$ cat src/rtl/board_uart_printer_pkg.sv
// Shared constants for the 2048 board printer: geometry, frame length,
// ASCII bytes and the printer state encoding.
package twentyfortyeight_pkg;

  localparam int CELL_W    = 20;
  localparam int NUM_CELLS = 16;
  localparam int SCORE_W   = 21;
  localparam int DIGITS    = 7;
  localparam int FRAME_LEN = 151;

  localparam logic [7:0] ASCII_SP   = 8'h20;
  localparam logic [7:0] ASCII_DOT  = 8'h2E;
  localparam logic [7:0] ASCII_CR   = 8'h0D;
  localparam logic [7:0] ASCII_LF   = 8'h0A;
  localparam logic [7:0] ASCII_ZERO = 8'h30;
  localparam logic [39:0] SCORE_STR = 40'h53_43_4F_52_45; // "SCORE"

  typedef enum logic [1:0] {
    ST_IDLE,
    ST_CONV,
    ST_EMIT,
    ST_DONE
  } state_t;

  // Byte idx (0..4) of the "SCORE" label.
  function automatic logic [7:0] score_char(input logic [2:0] idx);
    logic [7:0] c;
    c = SCORE_STR[8*(4-int'(idx)) +: 8];
    return c;
  endfunction

endpackage

$ cat src/rtl/board_uart_printer_if.sv
// Byte stream from the printer to the UART transmitter.
interface board_uart_printer_if;
  logic [7:0] char_out;
  logic       char_valid;
  logic       tx_ready;

  modport master (output char_out, output char_valid, input tx_ready);
  modport slave  (input char_out, input char_valid, output tx_ready);
endinterface

$ cat src/rtl/board_uart_printer_bin2bcd.sv
// Sequential shift-add-3 binary to BCD converter, one bit per cycle.
// load starts a conversion; valid rises together with the final shift.
module bin2bcd_seq #(
  parameter int IN_W   = 21,
  parameter int DIGITS = 7
) (
  input  logic                  clk,
  input  logic                  rst,
  input  logic                  load,
  input  logic [IN_W-1:0]       bin_in,
  output logic [4*DIGITS-1:0]   bcd_out,
  output logic                  valid
);

  localparam int CNT_W = $clog2(IN_W + 1);

  logic [CNT_W-1:0]    cnt;
  logic [IN_W-1:0]     sh_bin;
  logic [4*DIGITS-1:0] sh_bcd;
  logic [4*DIGITS-1:0] adj;

  function automatic logic [4*DIGITS-1:0] add3(input logic [4*DIGITS-1:0] v);
    logic [4*DIGITS-1:0] r;
    r = v;
    for (int i = 0; i < DIGITS; i++) begin
      if (v[4*i +: 4] >= 4'd5) r[4*i +: 4] = v[4*i +: 4] + 4'd3;
    end
    return r;
  endfunction

  assign adj     = add3(sh_bcd);
  assign bcd_out = sh_bcd;

  // Shift counter and completion flag.
  always_ff @(posedge clk or negedge rst) begin
    if (!rst) begin
      cnt   <= '0;
      valid <= 1'b0;
    end else if (load) begin
      cnt   <= CNT_W'(IN_W);
      valid <= 1'b0;
    end else if (cnt != '0) begin
      cnt   <= cnt - 1'b1;
      valid <= (cnt == CNT_W'(1));
    end
  end

  // Datapath: adjust digits then shift the next binary MSB in.
  always_ff @(posedge clk) begin
    if (load) begin
      sh_bin <= bin_in;
      sh_bcd <= '0;
    end else if (cnt != '0) begin
      sh_bcd <= {adj[4*DIGITS-2:0], sh_bin[IN_W-1]};
      sh_bin <= {sh_bin[IN_W-2:0], 1'b0};
    end
  end

endmodule

$ cat src/rtl/board_uart_printer.sv
// Prints a snapshot of the 4x4 board and score as a 151-byte ASCII frame:
// four rows of four 8-byte fields plus CR LF, then "SCORE", score field, CR LF.
module board_uart_printer
  import twentyfortyeight_pkg::*;
#(
  parameter int CELL_W  = 20,
  parameter int SCORE_W = 21,
  parameter int DIGITS  = 7
) (
  input  logic                        clk,
  input  logic                        rst,
  input  logic                        start,
  input  logic [NUM_CELLS*CELL_W-1:0] board,
  input  logic [SCORE_W-1:0]          score,
  board_uart_printer_if.master        tx,
  output logic                        busy,
  output logic                        done
);

  localparam logic [4:0] FIELD_SCORE = 5'd16;

  state_t                      state, state_d;
  logic [4:0]                  field, field_d;
  logic [2:0]                  byte_cnt, byte_d;
  logic [2:0]                  sfx_cnt, sfx_d;
  logic                        in_sfx, in_sfx_d;
  logic                        lz, lz_d;
  logic [4:0]                  conv_cnt, conv_d;
  logic                        snap, load;
  logic [SCORE_W-1:0]          load_val;
  logic [NUM_CELLS*CELL_W-1:0] board_q;
  logic [SCORE_W-1:0]          score_q;
  logic [4*DIGITS-1:0]         bcd;
  logic                        bcd_valid;
  logic [3:0]                  digit;
  logic [2:0]                  didx;
  logic                        is_last, last_sfx;
  logic [4:0]                  nf;
  logic [7:0]                  char_byte;
  logic                        char_vld;

  bin2bcd_seq #(.IN_W(SCORE_W), .DIGITS(DIGITS)) u_bcd (
    .clk     (clk),
    .rst     (rst),
    .load    (load),
    .bin_in  (load_val),
    .bcd_out (bcd),
    .valid   (bcd_valid)
  );

  assign tx.char_out   = char_byte;
  assign tx.char_valid = char_vld;

  assign didx     = 3'(DIGITS) - byte_cnt;
  assign digit    = 4'(bcd >> (4 * didx));
  assign is_last  = (byte_cnt == 3'(DIGITS));
  assign last_sfx = (field == 5'd15) ? (sfx_cnt == 3'd6) : (sfx_cnt == 3'd1);
  assign nf       = field + 5'd1;

  // State and frame counters.
  always_ff @(posedge clk or negedge rst) begin
    if (!rst) begin
      state    <= ST_IDLE;
      field    <= '0;
      byte_cnt <= '0;
      sfx_cnt  <= '0;
      in_sfx   <= 1'b0;
      lz       <= 1'b0;
      conv_cnt <= '0;
    end else begin
      state    <= state_d;
      field    <= field_d;
      byte_cnt <= byte_d;
      sfx_cnt  <= sfx_d;
      in_sfx   <= in_sfx_d;
      lz       <= lz_d;
      conv_cnt <= conv_d;
    end
  end

  // Input snapshot taken when a frame starts.
  always_ff @(posedge clk) begin
    if (snap) begin
      board_q <= board;
      score_q <= score;
    end
  end

  // Next-state, byte selection and handshake outputs.
  always_comb begin
    state_d   = state;
    field_d   = field;
    byte_d    = byte_cnt;
    sfx_d     = sfx_cnt;
    in_sfx_d  = in_sfx;
    lz_d      = lz;
    conv_d    = conv_cnt;
    snap      = 1'b0;
    load      = 1'b0;
    load_val  = '0;
    char_vld  = 1'b0;
    char_byte = 8'h00;
    busy      = 1'b0;
    done      = 1'b0;
    unique case (state)
      ST_IDLE: begin
        if (start) begin
          snap     = 1'b1;
          load     = 1'b1;
          load_val = SCORE_W'(board[CELL_W-1:0]);
          field_d  = '0;
          byte_d   = '0;
          sfx_d    = '0;
          in_sfx_d = 1'b0;
          lz_d     = 1'b1;
          conv_d   = '0;
          state_d  = ST_CONV;
        end
      end
      ST_CONV: begin
        busy = 1'b1;
        if (conv_cnt == 5'(SCORE_W - 1)) begin
          conv_d  = '0;
          state_d = ST_EMIT;
        end else begin
          conv_d = conv_cnt + 5'd1;
        end
      end
      ST_EMIT: begin
        busy     = 1'b1;
        char_vld = bcd_valid;
        // A zero cell ends in '.', a zero score still shows its units digit.
        if (in_sfx) begin
          if (sfx_cnt == 3'd0)      char_byte = ASCII_CR;
          else if (sfx_cnt == 3'd1) char_byte = ASCII_LF;
          else                      char_byte = score_char(sfx_cnt - 3'd2);
        end else if (byte_cnt == 3'd0) begin
          char_byte = ASCII_SP;
        end else if (lz && digit == 4'd0 && !is_last) begin
          char_byte = ASCII_SP;
        end else if (lz && digit == 4'd0 && field != FIELD_SCORE) begin
          char_byte = ASCII_DOT;
        end else begin
          char_byte = ASCII_ZERO + {4'd0, digit};
        end
        if (char_vld && tx.tx_ready) begin
          if (!in_sfx) begin
            if (byte_cnt != 3'd0 && digit != 4'd0) lz_d = 1'b0;
            if (!is_last) begin
              byte_d = byte_cnt + 3'd1;
            end else begin
              byte_d = '0;
              if (field[1:0] == 2'd3 || field == FIELD_SCORE) begin
                in_sfx_d = 1'b1;
                sfx_d    = '0;
              end else begin
                field_d  = nf;
                lz_d     = 1'b1;
                load     = 1'b1;
                load_val = SCORE_W'(board_q[CELL_W*nf[3:0] +: CELL_W]);
                state_d  = ST_CONV;
              end
            end
          end else if (!last_sfx) begin
            sfx_d = sfx_cnt + 3'd1;
          end else begin
            in_sfx_d = 1'b0;
            sfx_d    = '0;
            if (field == FIELD_SCORE) begin
              state_d = ST_DONE;
            end else begin
              field_d  = nf;
              lz_d     = 1'b1;
              load     = 1'b1;
              load_val = (nf == FIELD_SCORE) ? score_q
                                             : SCORE_W'(board_q[CELL_W*nf[3:0] +: CELL_W]);
              state_d  = ST_CONV;
            end
          end
        end
      end
      ST_DONE: begin
        done    = 1'b1;
        state_d = ST_IDLE;
      end
      default: state_d = ST_IDLE;
    endcase
  end

endmodule

$ cat src/flat_wrapper.sv
// flat-port wrapper written by rule: the top's interface ports become plain ports
module board_uart_printer_flat import twentyfortyeight_pkg::*;
#(
  parameter int CELL_W  = 20,
  parameter int SCORE_W = 21,
  parameter int DIGITS  = 7
)
  (clk, rst, start, board, score, busy, done, tx_char_out, tx_char_valid, tx_tx_ready);
  board_uart_printer_if tx_i ();
  input  logic clk;
  input  logic rst;
  input  logic start;
  input  logic [NUM_CELLS*CELL_W-1:0] board;
  input  logic [SCORE_W-1:0] score;
  output logic busy;
  output logic done;
  output wire logic [$bits(tx_i.char_out)-1:0] tx_char_out;
  output wire logic [$bits(tx_i.char_valid)-1:0] tx_char_valid;
  input wire logic [$bits(tx_i.tx_ready)-1:0] tx_tx_ready;
  assign tx_char_out = tx_i.char_out;
  assign tx_char_valid = tx_i.char_valid;
  assign tx_i.tx_ready = tx_tx_ready;
  board_uart_printer #(.CELL_W(CELL_W), .SCORE_W(SCORE_W), .DIGITS(DIGITS)) u_core (.clk(clk), .rst(rst), .start(start), .board(board), .score(score), .tx(tx_i), .busy(busy), .done(done));
endmodule
$ cat config.mk
export PLATFORM = sky130hd
export DESIGN_NAME = board_uart_printer_flat
export DESIGN_NICKNAME = d
export VERILOG_FILES = /design/src/rtl/board_uart_printer_pkg.sv /design/src/rtl/board_uart_printer_if.sv /design/src/rtl/board_uart_printer_bin2bcd.sv /design/src/rtl/board_uart_printer.sv /design/src/flat_wrapper.sv
export SDC_FILE = /design/constraint.sdc
export NUM_CORES = 1
export LEC_CHECK = 0
export CAP_MARGIN = 0
export CORE_ASPECT_RATIO = 1.4
export CORE_UTILIZATION = 50
export DETAILED_ROUTE_END_ITERATION = 10
export GPL_TIMING_DRIVEN = 0
export PLACE_DENSITY = 0.75
export SLEW_MARGIN = 20
export SYNTH_ARGS = -nofsm -noshare
export SYNTH_HDL_FRONTEND = slang
export SYNTH_SLANG_ARGS = --single-unit
export TNS_END_PERCENT = 5
$ cat constraint.sdc
create_clock -name clk -period 31.2 [get_ports clk]
set_clock_uncertainty 0.15 [all_clocks]
set_input_delay 6.24 -clock clk [delete_from_list [all_inputs] [get_ports clk]]
set_output_delay 6.24 -clock clk [all_outputs]
set_load 0.05 [all_outputs]
---- Yosys cells after proc, flatten, opt, wreduce, memory -nomap -nowiden ----
Index checks and enable logic that the tools add are counted.
word-level totals
  register bits after elaboration ......... 416
  output and inout bits ................... 11
  word-level logic and storage cells ...... 175
operators by class
  $add $sub $neg .......................... 16
  $mul .................................... 1
  order comparisons ....................... 7
  equality and inequality tests ........... 22
  shifts and indexed selects .............. 3
  muxes and demuxes ....................... 88
  reduce and logical (&&, ||, !) cells .... 25
operators with widths
  operator                                                                      number
  320-bit by 10-bit indexed part select with 20-bit output                      1
  21-bit two-way mux                                                            8
  8-bit two-way mux                                                             7
  5-bit two-way mux                                                             10
  21-bit one-hot mux with 2 select lines                                        1
  20-bit two-way mux                                                            2
  40-bit by 32-bit indexed part select with 8-bit output, first input constant  1
  3-bit two-way mux                                                             10
  4-bit by 3-bit >= comparator with 1-bit output, second input constant         7
  1-bit two-way mux                                                             28
  28-bit by 5-bit >> shifter with 4-bit output                                  1
  4-bit by 2-bit adder with 4-bit output, second input constant                 6
  4-bit two-way mux                                                             6
  5-bit one-hot mux with 2 select lines                                         2
  2-bit two-way mux                                                             8
  5-bit equality test, second input constant                                    3
  3-bit one-hot mux with 2 select lines                                         2
  5-bit by 1-bit adder with 5-bit output, second input constant                 2
  5-bit AND reduction                                                           2
  2-bit one-hot mux with 4 select lines                                         1
  6-bit by 4-bit adder with 7-bit output, first input constant                  1
  3-bit by 4-bit multiplier with 7-bit output, first input constant             1
  7-bit AND reduction                                                           1
  3-bit by 1-bit adder with 3-bit output, second input constant                 2
  other kinds (33)                                                              49

---- Logic depth before layout (Yosys ltp) ----
Gate-level depths: netlist of run 1.
  depth after elaboration ................. 10
  mapped depth ............................ 12

---- By module ----
Synthesis of run 1 repeated with hierarchy kept, for this count alone.
unflattened totals
  cells, all modules ...................... 1168
  area total of the unflattened synthesis .. 18014.8 µm²
by module, submodules not included
  module              times used  cells each  area each (µm²)  seq. area each (µm²)
  board_uart_printer  1           864         15031.9          10740.3
  bin2bcd_seq         1           304         2982.9           1341.3

---- Worst setup path before layout of run 1 ----
No wires, ideal clock.
  path kind ............................... input to register
  start point ............................. input start
  end point ............................... register u_core.conv_cnt[2]
  setup time .............................. 153 ps
  arrival time ............................ 18030 ps
  path slack .............................. 12868 ps
  stages on the path ...................... 4
  buffers on the path ..................... 1
  cell sequence ........................... and2_0 -> clkbuf_1 -> a21oi_1 -> o31ai_1
between the ends
  longest elaborated chain between the ends .. 2
RTL lines
  item                           RTL line                  text
  start: declaration             flat_wrapper.sv:12        input logic start;
  2-bit != test (no line)        n/a
  2-bit AND reduction (no line)  n/a
  end signal: assignment         board_uart_printer.sv:77  conv_cnt <= conv_d;
  end: declaration               board_uart_printer.sv:28  logic [4:0] conv_cnt, conv_d;
Every way passes these cells.
A chain may end at the register's enable or synchronous reset.

---- Final worst setup path of run 1 ----
  start point ............................. register u_core.field[0]
  end point ............................... output tx_char_out[3]
between the ends
  longest elaborated chain between the ends .. 7
RTL lines
  item                      RTL line                   text
  start: declaration        board_uart_printer.sv:23   logic [4:0] field, field_d;
  start signal: assignment  board_uart_printer.sv:72   field <= field_d;
  5-bit != test             board_uart_printer.sv:141  end else if (lz && digit == 4'd0 && field != FIELD_SCORE) begin
  1-bit logical AND         board_uart_printer.sv:141
  8-bit two-way mux         board_uart_printer.sv:141
  8-bit two-way mux         board_uart_printer.sv:139  end else if (lz && digit == 4'd0 && !is_last) begin
  8-bit two-way mux         board_uart_printer.sv:137  end else if (byte_cnt == 3'd0) begin
  8-bit two-way mux         board_uart_printer.sv:133  if (in_sfx) begin
  8-bit two-way mux         board_uart_printer.sv:105  unique case (state)
  end: declaration          flat_wrapper.sv:17         output wire logic [$bits(tx_i.char_out)-1:0] tx_char_out;
Every way passes these cells.

==> results of run 1 <==
worst max-delay path, delay by kind of cell (launching register included):
| kind | cells | cell delay (ns) |
|---|---|---|
| flip-flops | 1 | 0.37 |
| adder cells (fa/ha/maj) | 1 | 0.21 |
| AND/OR/NAND/NOR | 1 | 0.11 |
| buffers and inverters | 5 | 2.01 |
| AO/OA/AOI/OAI | 2 | 0.63 |
registers in the layout, indices dropped and copies added (netlist names):
register,cells
u_core.field,5
u_core.in_sfx,1
u_core.byte_cnt,3
u_core.u_bcd.bcd_out,28
u_core.board_q,320
u_core.u_bcd.sh_bin,21
u_core.u_bcd.valid,1
u_core.u_bcd.cnt,5
u_core.state,2
u_core.score_q,21
u_core.lz,1
u_core.sfx_cnt,3
u_core.conv_cnt,5
routing by layer:
layer  up-vias  global-route usage
li1       5154                   -
met1      5772              0.2987
met2       489              0.5022
met3        79             0.05429
met4         0             0.09677
met5         -                   0
cell usage in the layout (no fill, tap or decap), types with 11 or more instances in the layout:
cell type                         count
sky130_fd_sc_hd__a211oi_1            33
sky130_fd_sc_hd__a21oi_1             45
sky130_fd_sc_hd__a221o_1             20
sky130_fd_sc_hd__and3_1              21
sky130_fd_sc_hd__buf_2               26
sky130_fd_sc_hd__clkbuf_1            42
sky130_fd_sc_hd__clkbuf_16           43
sky130_fd_sc_hd__clkdlybuf4s50_1    353
sky130_fd_sc_hd__dfrtp_1             26
sky130_fd_sc_hd__dfxtp_1             28
sky130_fd_sc_hd__edfxtp_1           362
sky130_fd_sc_hd__ha_1                35
sky130_fd_sc_hd__inv_1               37
sky130_fd_sc_hd__mux2i_1             36
sky130_fd_sc_hd__mux4_2              79
sky130_fd_sc_hd__nand2_1             58
sky130_fd_sc_hd__nand3_1             16
sky130_fd_sc_hd__nor2_1              23
sky130_fd_sc_hd__nor2b_1             28
sky130_fd_sc_hd__nor3_1              11
sky130_fd_sc_hd__o21ai_0             49
sky130_fd_sc_hd__o22ai_1             20
cell families (layout without fill, tap and decap cells):
family | after synthesis | in the layout | share of synthesized area
xor+xnor | 11 | 11 | 0.005427
flops | 416 | 416 | 0.6805
buf+inv | 100 | 536 | 0.02396
other cells | 1 | 11 | 0.0002112
mux | 123 | 123 | 0.1258
simple gates | 201 | 201 | 0.05984
fa+ha+maj | 35 | 35 | 0.02467
compound gates | 209 | 209 | 0.07957
through the flow:
stage               total power (W)  hold WS, ns  cells
floorplan                  0.001209       0.2907   1096
global placement           0.001395       0.3144   1906
detailed placement         0.001357       0.3280   1912
CTS                        0.001877       0.3361   1988
global route               0.001949       0.3539   1998
finish                     0.001867       0.3372   1998
how the worst max path moves through the flow:
| stage | endpoint | cells after the start |
|---|---|---|
| after floorplan | u_core.conv_cnt[2] | 4 |
| after global placement | u_core.conv_cnt[2] | 5 |
| after detailed placement | tx_char_out[3] | 9 |
| after CTS | tx_char_out[3] | 9 |
| after global routing | tx_char_out[3] | 9 |
| final | tx_char_out[3] | 9 |
where the power goes:
group / internal [W] / leakage [nW] / total (W) / switching [W]
combinational: 0.000241 / 3.45 / 0.000538 / 0.000297
sequential: 0.000758 / 3.97 / 0.000813 / 0.0000549
clock: 0.000304 / 0.684 / 0.000515 / 0.000211
area by class of cell:
cell class	instances	area [µm²]
Tap cell	456	570.5
Timing Repair Buffer	360	3696
Clock buffer	53	1114
Inverter	38	142.6
Sequential cell	416	12080
Antenna cell	10	25.02
Clock inverter	23	284.0
Buffer	62	286.5
Fill cell	2396	11520
Multi-Input combinational cell	580	5246
==> flow_summary.ini, run 1 <==
[outcome]
status = completed

[timing]
layout_worst_path_cycle_share = 0.3302
grt_setup_unrepaired = no
relSlewSlack = 0.3695
max_slew_violation_count = 0
finalSetupTns_ns = 0
max_fclk_mhz = 97.08
min_period_ns = 10.30
worst_slack_ns = 20.90
worst_pin_slew_ns = 0.9434
hold_viol_final = 0
setup_viol = 0

[drt]
drtIter0Drc = 940
detailedRoute.firstPassIterationCount = 5
routed_wirelength_um = 47990
drc = 0
detailroute.wirelength.met3_um = 3181
wl_met2_um = 26490
highest-signal-layer = met4
vias = 11490
avgRoutedWirePerCell_um = 24.02
vias_per_cell = 5.753
drtAntennaViolNets = 0
wl_met1_um = 16900

[clocking]
clock_latency_ns = 0.56
clock_tree.htree_level_count = 2
clkSlewWorstSetupHoldPaths_ns = 0.06
cts_resized = 0
post_cts_hold_buffer_count = 0
cts_tree = built
root_buffer = sky130_fd_sc_hd__clkbuf_16
post_cts_buffers = 0
tritoncts.num_buffers = 42
cts_num_sinks = 416
max-clock-path-buffers = 3

[worst_setup_path]
worst-r2r-cell-count = 11
crit_path_frequent_cell = sky130_fd_sc_hd__buf_2
worstPathCellList = buf_2 -> buf_2 -> inv_1 -> ha_1 -> nor4bb_1 -> buf_2 -> o41a_1 -> a211oi_1 -> clkdlybuf4s50_1
timing_worst_setup_path_type = reg2out
critical_path.reg2reg.endpoint = u_core.u_bcd.sh_bin[7]
crit_path_max_incr_delay_ns = 0.85
r2r_setup_slack_ns = 26.38
slowest_stage = sky130_fd_sc_hd__clkdlybuf4s50_1
regToRegStartpoint = u_core.field[0]
critPathArrivalTime_ns = 3.91
critPathLaunchType = register
critical_path.startpoint = u_core.field[0]
cp_max_fo = 10
cp.required_ns = 24.81
endpoint_kind = output pin

[logic_synthesis]
synth-seq-cells = 416
synthDominantCellAreaShare = 0.6123
ys_top_cells_by_count = sky130_fd_sc_hd__edfxtp_1 (362), sky130_fd_sc_hd__mux4_2 (79), sky130_fd_sc_hd__nand2_1 (58), sky130_fd_sc_hd__o21ai_0 (49), sky130_fd_sc_hd__a21oi_1 (45)
postSynthCellCount = 1096
synth.yosys.seq_area_share = 0.6805
postSynth.asyncResetShare = 0.06250
yosys_warnings = 0
syn-num-nets = 1476
post_synth_edffs = 362
synth.lib_cells_used.distinct = 72
synth.top_cells.by_area = sky130_fd_sc_hd__edfxtp_1 (61%), sky130_fd_sc_hd__mux4_2 (10%), sky130_fd_sc_hd__dfrtp_1 (3.7%)
netlist.top_cell.by_area = sky130_fd_sc_hd__edfxtp_1
netlist_area_um2 = 17750
synthesis.area_per_instance_um2 = 16.20
synthMostInstantiatedCell = sky130_fd_sc_hd__edfxtp_1
dominantRegCellSynth = sky130_fd_sc_hd__edfxtp_1

[grt]
antenna_found_initial = 9
largest_net_degree_at_the_start_of_global_routing = 59
grt_pass1_wl_um = 71150
globalRouteOverflowTotal = 0
vias_in_the_first_global_route = 12070
groute.usage.overall = 0.2682

[floorplan]
coreArea_um2 = 34960
ioPinCount = 356
die_w_um = 161.3
die_height_um = 225.0
die-area_um2 = 36280
rows = 81
floorplan.initialDensity = 0.5077

[place]
hpwl_um = 35560
placedInstanceArea_um2 = 22020
detailedPlace.worstSlack_ns = 21.46
gp_routability_congestion = 0.8759
number_of_i_o_port_buffers = 354

[pwr]
power-per-cell-area_nw_per_um2 = 79.62
peakVddDrop_mv = 0.05688
static-leakage-power_nw = 8.108

[finish]
areaGrowthSynthToFinish_pct = 32.07
design_area_um2 = 23450
layout-drive-gt1-share = 0.1240
utilization = 0.6706
finalNetCount = 1880

[run]
maxCapViolCount = 0

[min_path]
hold_path_class = reg2reg
holdPathEnd = u_core.u_bcd.bcd_out[9]
hold-path-cell-count = 2
min-delay-start = u_core.u_bcd.bcd_out[9]
Power figures use the tool's default switching activity.
==> run 2: changes to the inputs <==
clock period = 10.65 ns   (was 31.2 ns; I/O delays follow)
==> flow_summary.ini, run 2 (synthesis results as in run 1) <==
[place]
placedInstanceArea_um2 = 21950
hpwl_um = 34750
number_of_i_o_port_buffers = 354
detailedPlace.worstSlack_ns = 5.019
gp_routability_congestion = 0.8712

[finish]
fill_cells = 2470
finalNetCount = 1876
utilization = 0.6649
layout-drive-gt1-share = 0.1193
register_name_with_the_most_flops = u_core.board_q
areaGrowthSynthToFinish_pct = 30.95
largest_reg_flops = 320
layout_common_cells = sky130_fd_sc_hd__edfxtp_1 (362), sky130_fd_sc_hd__clkdlybuf4s50_1 (353), sky130_fd_sc_hd__mux4_2 (79)
most_common_cell_after_layout_fill_and_taps_aside = sky130_fd_sc_hd__edfxtp_1
design_area_um2 = 23250

[clocking]
root_buffer = sky130_fd_sc_hd__clkbuf_16
clkSlewWorstSetupHoldPaths_ns = 0.06
tritoncts.num_buffers = 41
post_cts_buffers = 0
clock_latency_ns = 0.55
max-clock-path-buffers = 3
cts_tree = built
clock_tree.htree_level_count = 2
post_cts_hold_buffer_count = 0
cts_resized = 0
cts_num_sinks = 416

[drt]
routed_wirelength_um = 46790
vias = 11260
drtIter0Drc = 933
drtAntennaViolNets = 0
detailedRoute.firstPassIterationCount = 5
vias_per_cell = 5.652
drc = 0
avgRoutedWirePerCell_um = 23.49

[grt]
globalRouteOverflowTotal = 0
vias_in_the_first_global_route = 11810
largest_net_degree_at_the_start_of_global_routing = 95
grt_pass1_wl_um = 69150
antenna_found_initial = 10
groute.usage.overall = 0.2607

[timing]
hold_viol_final = 0
worst_slack_ns = 4.447
setup_viol = 0
relSlewSlack = 0.3133
grt_setup_unrepaired = no
min_period_ns = 6.203
worst_pin_slew_ns = 1.028
max_slew_violation_count = 0
max_fclk_mhz = 161.2
layout_worst_path_cycle_share = 0.5824

[worst_setup_path]
critPathLaunchType = register
critPathArrivalTime_ns = 3.92
crit_path_frequent_cell = sky130_fd_sc_hd__buf_2
crit_path_max_incr_delay_ns = 0.89
slowest_stage = sky130_fd_sc_hd__clkdlybuf4s50_1
endpoint_kind = output pin
timing_worst_setup_path_type = reg2out
worstPathCellList = buf_2 -> buf_2 -> inv_1 -> ha_1 -> nor4bb_1 -> buf_2 -> o31a_1 -> nor4b_1 -> clkdlybuf4s50_1
cp.required_ns = 8.37
cp_max_fo = 10
critical-path-top-delay-family = buffers and inverters
crit_buf_inv = 5

[outcome]
status = completed

[floorplan]
die_height_um = 225.0
floorplan.initialDensity = 0.5077
rows = 81
coreArea_um2 = 34960
die_w_um = 161.3
die-area_um2 = 36280
ioPinCount = 356

[run]
maxCapViolCount = 0

[pwr]
static-leakage-power_nw = 8.009
peakVddDrop_mv = 0.1836
power-per-cell-area_nw_per_um2 = 229.1

[min_path]
hold_path_class = reg2reg
-- run 2: changes by cell type in the layout (fill, tap and decap cells not counted), sizes merged --
cell | previous run | this run
buf | 36 | 33
bufinv | 6 | 3
clkinv | 14 | 11
clkbuf | 86 | 87
clkinvlp | 1 | 2
inv | 40 | 41
-- run 2: worst paths after layout --
path                                               from                      end  slack (ns)  cells past startpoint
max in group asynchronous                           rst      u_core.u_bcd.cnt[3]        8.46                      1
worst min-delay path            u_core.u_bcd.bcd_out[9]  u_core.u_bcd.bcd_out[9]        0.34                      2
worst max register to register          u_core.field[0]   u_core.u_bcd.sh_bin[6]        5.92                     11
min in group asynchronous                           rst       u_core.conv_cnt[1]        1.46                      1
worst max-delay path                    u_core.field[0]           tx_char_out[1]        4.45                      9
worst min register to register  u_core.u_bcd.bcd_out[9]  u_core.u_bcd.bcd_out[9]        0.34                      2
-- run 2: cell type report --
type,count,area [µm²],area share
Clock inverter,19,192.7,0.008288
Inverter,38,142.6,0.006136
Antenna cell,10,25.02,0.001076
Clock buffer,54,1075,0.04623
Timing Repair Buffer,357,3621,0.1558
Buffer,62,292.8,0.01259
Sequential cell,416,12080,0.5197
Tap cell,456,570.5,0.02454
Multi-Input combinational cell,580,5246,0.2257
-- run 2: power by group --
part,total [W],internal (W),switching (W)
logic,0.00155,0.000690,0.000861
clock network,0.00140,0.000789,0.000608
registers,0.00238,0.00222,0.000156
-- run 2: worst register-to-register path, cell delays in order, from the launching register on --
cell	delay (ns)
sky130_fd_sc_hd__dfrtp_1	0.36
sky130_fd_sc_hd__buf_2	0.39
sky130_fd_sc_hd__buf_2	0.41
sky130_fd_sc_hd__inv_1	0.13
sky130_fd_sc_hd__ha_1	0.29
sky130_fd_sc_hd__buf_2	0.31
sky130_fd_sc_hd__buf_2	0.50
sky130_fd_sc_hd__clkbuf_1	0.64
sky130_fd_sc_hd__mux4_2	0.44
sky130_fd_sc_hd__mux2i_1	0.30
sky130_fd_sc_hd__o22ai_1	0.18
sky130_fd_sc_hd__a221o_1	0.37
-- run 2: per-stage QoR --
stage                     TNS (ns)  power [W]  instances  hold WS [ns]
after floorplan                  0   0.003464       1096        0.2907
after global placement     -0.9547   0.003986       1906        0.3256
after detailed placement         0   0.003956       1909        0.3288
after CTS                        0   0.005352       1982        0.3347
after global routing             0   0.005568       1991        0.3628
final                            0   0.005327       1992        0.3368
-- run 2: metal layers --
layer	vias to the layer above	routed length (µm)	track usage
met5	-	0	0
met4	0	1127	0.09221
met3	67	3455	0.06202
met2	461	25900	0.4876
met1	5580	16300	0.2850
li1	5151	-	-
